--- config.mk ---
export PLATFORM = sky130hd
export DESIGN_NAME = frame_loader
export DESIGN_NICKNAME = d
export VERILOG_FILES = /design/src/rtl/frame_loader.sv
export SDC_FILE = /design/constraint.sdc
export NUM_CORES = 1
export LEC_CHECK = 0
export CELL_PAD_IN_SITES_DETAIL_PLACEMENT = 1
export CELL_PAD_IN_SITES_GLOBAL_PLACEMENT = 1
export CORE_MARGIN = 2
export CORE_UTILIZATION = 52
export DETAILED_ROUTE_END_ITERATION = 10
export DONT_BUFFER_PORTS = 1
export PLACE_DENSITY_LB_ADDON = 0.1
export SETUP_SLACK_MARGIN = 0.05
export SLEW_MARGIN = 20
export SYNTH_ARGS = -nofsm -noshare
export SYNTH_HDL_FRONTEND = slang
export SYNTH_SLANG_ARGS = --single-unit
--- constraint.sdc ---
create_clock -name clk -period 2.1 [get_ports clk]
set_input_delay 0.315 -clock clk [delete_from_list [all_inputs] [get_ports clk]]
set_output_delay 0.315 -clock clk [all_outputs]
set_load 0.01 [all_outputs]
--- src/rtl/frame_loader.sv ---
// Sample intake feeding the FFT input shift register.
// Collects FRAME_LEN shifts, then holds the frame until the core acks it.
module frame_loader #(
    parameter int WIDTH     = 16,
    parameter int FRAME_LEN = 8
) (
    input  logic             clk,
    input  logic             rst,
    input  logic [WIDTH-1:0] s_data,
    input  logic             s_valid,
    output logic             s_ready,
    output logic [WIDTH-1:0] sr_data,
    output logic             sr_en,
    output logic             frame_valid,
    input  logic             frame_ack,
    output logic [7:0]       frame_cnt,
    output logic             overrun
);

    localparam int CW = (FRAME_LEN > 1) ? $clog2(FRAME_LEN) : 1;
    localparam logic [CW-1:0] LAST = CW'(FRAME_LEN - 1);

    typedef enum logic [1:0] {
        FILL  = 2'd0,
        FLUSH = 2'd1,
        HOLD  = 2'd2
    } state_t;

    state_t           state, state_d;
    logic [CW-1:0]    cnt, cnt_d;
    logic [WIDTH-1:0] sr_data_d;
    logic             sr_en_d;
    logic             frame_valid_d;
    logic [7:0]       frame_cnt_d;
    logic             overrun_d;
    logic             accept;

    assign s_ready = (state == FILL);
    assign accept  = s_valid & s_ready;

    always_ff @(posedge clk or posedge rst) begin
        if (rst) begin
            state <= FILL;
        end else begin
            state <= state_d;
        end
    end

    always_comb begin
        state_d       = state;
        cnt_d         = cnt;
        sr_data_d     = sr_data;
        sr_en_d       = 1'b0;
        frame_valid_d = frame_valid;
        frame_cnt_d   = frame_cnt;
        overrun_d     = overrun | (s_valid & ~s_ready);
        case (state)
            FILL: begin
                if (accept) begin
                    sr_data_d = s_data;
                    sr_en_d   = 1'b1;
                    if (cnt == LAST) begin
                        cnt_d   = '0;
                        state_d = FLUSH;
                    end else begin
                        cnt_d = cnt + 1'b1;
                    end
                end
            end
            // Last shift lands at this edge, so the frame is coherent
            // on the very first cycle frame_valid is high.
            FLUSH: begin
                state_d       = HOLD;
                frame_valid_d = 1'b1;
            end
            HOLD: begin
                if (frame_ack) begin
                    state_d       = FILL;
                    frame_valid_d = 1'b0;
                    frame_cnt_d   = frame_cnt + 8'd1;
                end
            end
            default: begin
                state_d = FILL;
            end
        endcase
    end

    always_ff @(posedge clk or posedge rst) begin
        if (rst) begin
            cnt         <= '0;
            sr_data     <= '0;
            sr_en       <= 1'b0;
            frame_valid <= 1'b0;
            frame_cnt   <= 8'd0;
            overrun     <= 1'b0;
        end else begin
            cnt         <= cnt_d;
            sr_data     <= sr_data_d;
            sr_en       <= sr_en_d;
            frame_valid <= frame_valid_d;
            frame_cnt   <= frame_cnt_d;
            overrun     <= overrun_d;
        end
    end

endmodule

==> flow_summary.yaml <==
setup_path:
  endpoint_kind: "flip-flop"
  crit_start: "state[1]$_DFFE_PP0P_"
  r2r-start: "state[1]$_DFFE_PP0P_"
  ff2ff_setup_slack_ps: 570
  r2r-end: "sr_data[4]$_DFFE_PP0P_"
  critical_path_class: "flip-flop to flip-flop"
  cp_max_fo: 20
  r2r_cells: 3
  startpoint_type: "flip-flop"
  cp.required_ps: 2310
  crit_path_end: "sr_data[4]$_DFFE_PP0P_"
  crit_arrival_ps: 1740
layout:
  fin_cells: 123
  diodes: 0
  fin_nets: 116
  syn2layout_area_growth_pct: 7.25
  fill_cells: 234
  layout-drive-gt1-share_pct: 32.3
logic_synthesis:
  yosysMostFrequentCell: "dfrtp_1"
  ys_seq_area_share_pct: 59.5
  synthTopCellsByArea: "dfrtp_1 59%, mux2_4 21%, ha_1 2.8%, xor2_1 2.6%, xnor2_1 2.0%"
  synthArstFlopShare_pct: 100
  synthesis.area_um2: 1350
  yosysTopAreaCell: "dfrtp_1"
  synth_warnings: 0
  ys_top_cells_by_count: "32 x dfrtp_1, 19 x mux2_4, 4 x xor2_1"
  synthFlopType: "dfrtp_1"
  synth-edff-count: 0
  synth-seq-cells: 32
  syn_nets: 109
  synth_area_per_cell_um2: 15.7
  yosys.cell_types.count: 23
  synth_top_area_share_pct: 59.5
  syn_inst: 86
routing:
  wire_per_inst_um: 18.4
  wl_met2_mm: 1.11
  via_per_inst: 5.78
  first_pass_iters: 3
  wl_met1_um: 877
  dr.max_layer_used: "met4"
  routed_wl_mm: 2.26
  met3_length_um: 212
  drt_iter0_drc: 4
  antenna_left: 0
  drc: 0
  vias: 711
min_path:
  hp-start: "s_data[13]"
  hp-class: "primary input to flip-flop"
cts:
  cts_tree: "done"
  cts_buffer_depth: 2
  cts_sinks: 32
  path_clk_slew_ps: 90
  ctsHtreeMaxLevel: 2
  cts_resized: 0
  ctsRootBufferMaster: "clkbuf_4"
  postCtsSetupRepairBufs: 0
  clk_latency_ps: 330
  cts_buffers: 5
floorplan:
  die_h_um: 54.9
  die_area_um2: 3010
  die_w_um: 54.9
  io_pins: 48
  coreArea_um2: 2450
  initial_utilization_pct: 54.8
  rows: 18
power:
  ir_drop_mv: 0.873
  power_density_nw_per_um2: 1370
  leakagePower_nw: 0.719
  fin_total_pwr_w: 0.00197
sta:
  rsz0062_at_grt: "no"
  hold_viol_final: 0
  slew_headroom_pct: 53.4
  worst_slack_ps: 570
  final-setup-viol-count: 0
  drv_slew: 0
  skew_ps: 7.75
  tns_ps: 0
  tightest_slew_ps: 698
  fin_crit_sh_pct: 72.9
  final.min_clock_period_ps: 1530
  fmax_mhz: 653
place:
  dp_slack_ps: 566
  dp_hpwl_mm: 1.61
  gp_congestion: 0.607
  dpl.cell_count: 115
  io_buffers: 0
flow_run:
  drv_cap: 0
grt:
  grt_first_pass_wirelength_mm: 3.50
  antenna_found_initial: 0
  grt_overflow: 0
  track_usage_pct: 17.9
  grt_max_degree: 21
  grt_pass1_vias: 761
status:
  status: "complete, no violations"
## through the flow
| step | util (%) | hold WS (ps) | instance area, um^2 |
|---|---|---|---|
| 6_report | 58.8 | 124 | 1440 |
| 5_1_grt | 58.8 | 98.7 | 1440 |
| 4_1_cts | 58.8 | 111 | 1440 |
| 3_5_place_dp | 55.8 | 356 | 1370 |
| 3_3_place_gp | 55.8 | 341 | 1370 |
| 2_1_floorplan | - | 431 | 1350 |
## layout by cell type, fill, tap and decap left out
cell type,Yosys,final
a21o_1,1,1
and2_4,1,1
and3_1,2,2
and4b_1,1,1
buf_4,0,1
clkbuf_4,0,5
clkbuf_8,0,2
dfrtp_1,32,32
dlygate4sd3_1,0,1
ha_1,3,3
inv_1,1,1
mux2_2,1,1
mux2_4,19,19
nand2_1,1,1
nand2b_1,1,1
nand3_1,3,3
nand3b_1,1,1
nand4_1,1,1
nor2_1,3,3
nor2_2,1,1
nor2b_1,1,1
nor3_1,2,2
o21a_1,1,1
o21ai_0,1,1
xnor2_1,3,3
xor2_1,4,4
## registers in the layout, indices dropped and copies added, names as in the netlist
signal	count
sr_en	1
cnt	3
overrun	1
frame_cnt	8
frame_valid	1
state	2
sr_data	16
## timing repair
action,4_1_cts,5_1_grt
endpoints found under the hold margin,18,0
endpoints found under the setup margin,0,0
hold buffers,1,0
## kinds of logic after synthesis
group | after synthesis | synth area share (%)
compound gates | 3 | 1.49
xor+xnor | 7 | 4.55
fa+ha+maj | 3 | 2.79
buf+inv | 3 | 1.95
flops | 32 | 59.5
mux | 20 | 22.0
simple gates | 18 | 7.71
## layout make-up
| class | instances | area (um^2) | area share [%] |
|---|---|---|---|
| multi-input combinational | 51 | 519 | 36.0 |
| timing repair buffer | 2 | 17.5 | 1.21 |
| sequential | 32 | 801 | 55.5 |
| inverter | 1 | 3.75 | 0.260 |
| tap | 30 | 37.5 | 2.60 |
| clock buffer | 7 | 65.1 | 4.51 |
## power breakdown
part	internal [W]	switching, W	total [W]
Clock	0.000190	0.000193	0.000383
Combinational	0.000333	0.000174	0.000506
Sequential	0.000827	0.000256	0.00108
Total	0.00135	0.000623	0.00197
## worst min path at each step
stage                     cells past startpoint                       end  slack, ps
after floorplan                               1        cnt[0]$_DFFE_PP0P_        430
after global placement                        1  frame_cnt[6]$_DFFE_PP0P_        340
after detailed placement                      1  frame_cnt[3]$_DFFE_PP0P_        360
after CTS                                     1    sr_data[7]$_DFFE_PP0P_        110
after global routing                          1   sr_data[13]$_DFFE_PP0P_        100
final                                         1   sr_data[13]$_DFFE_PP0P_        120
## worst max-delay path, cell delays in order (launching register included)
cell and delay [ps]:
dfrtp_1 440, nor2_2 220, and2_4 420, mux2_4 340
## per-layer routing
metal | GRT usage, % | up-vias
li1 | - | 308
met1 | 17.9 | 358
met2 | 28.6 | 37
met3 | 8.20 | 8
met4 | 13.8 | 0
met5 | 0 | -
Note: power is estimated with default switching activity, not from simulation.
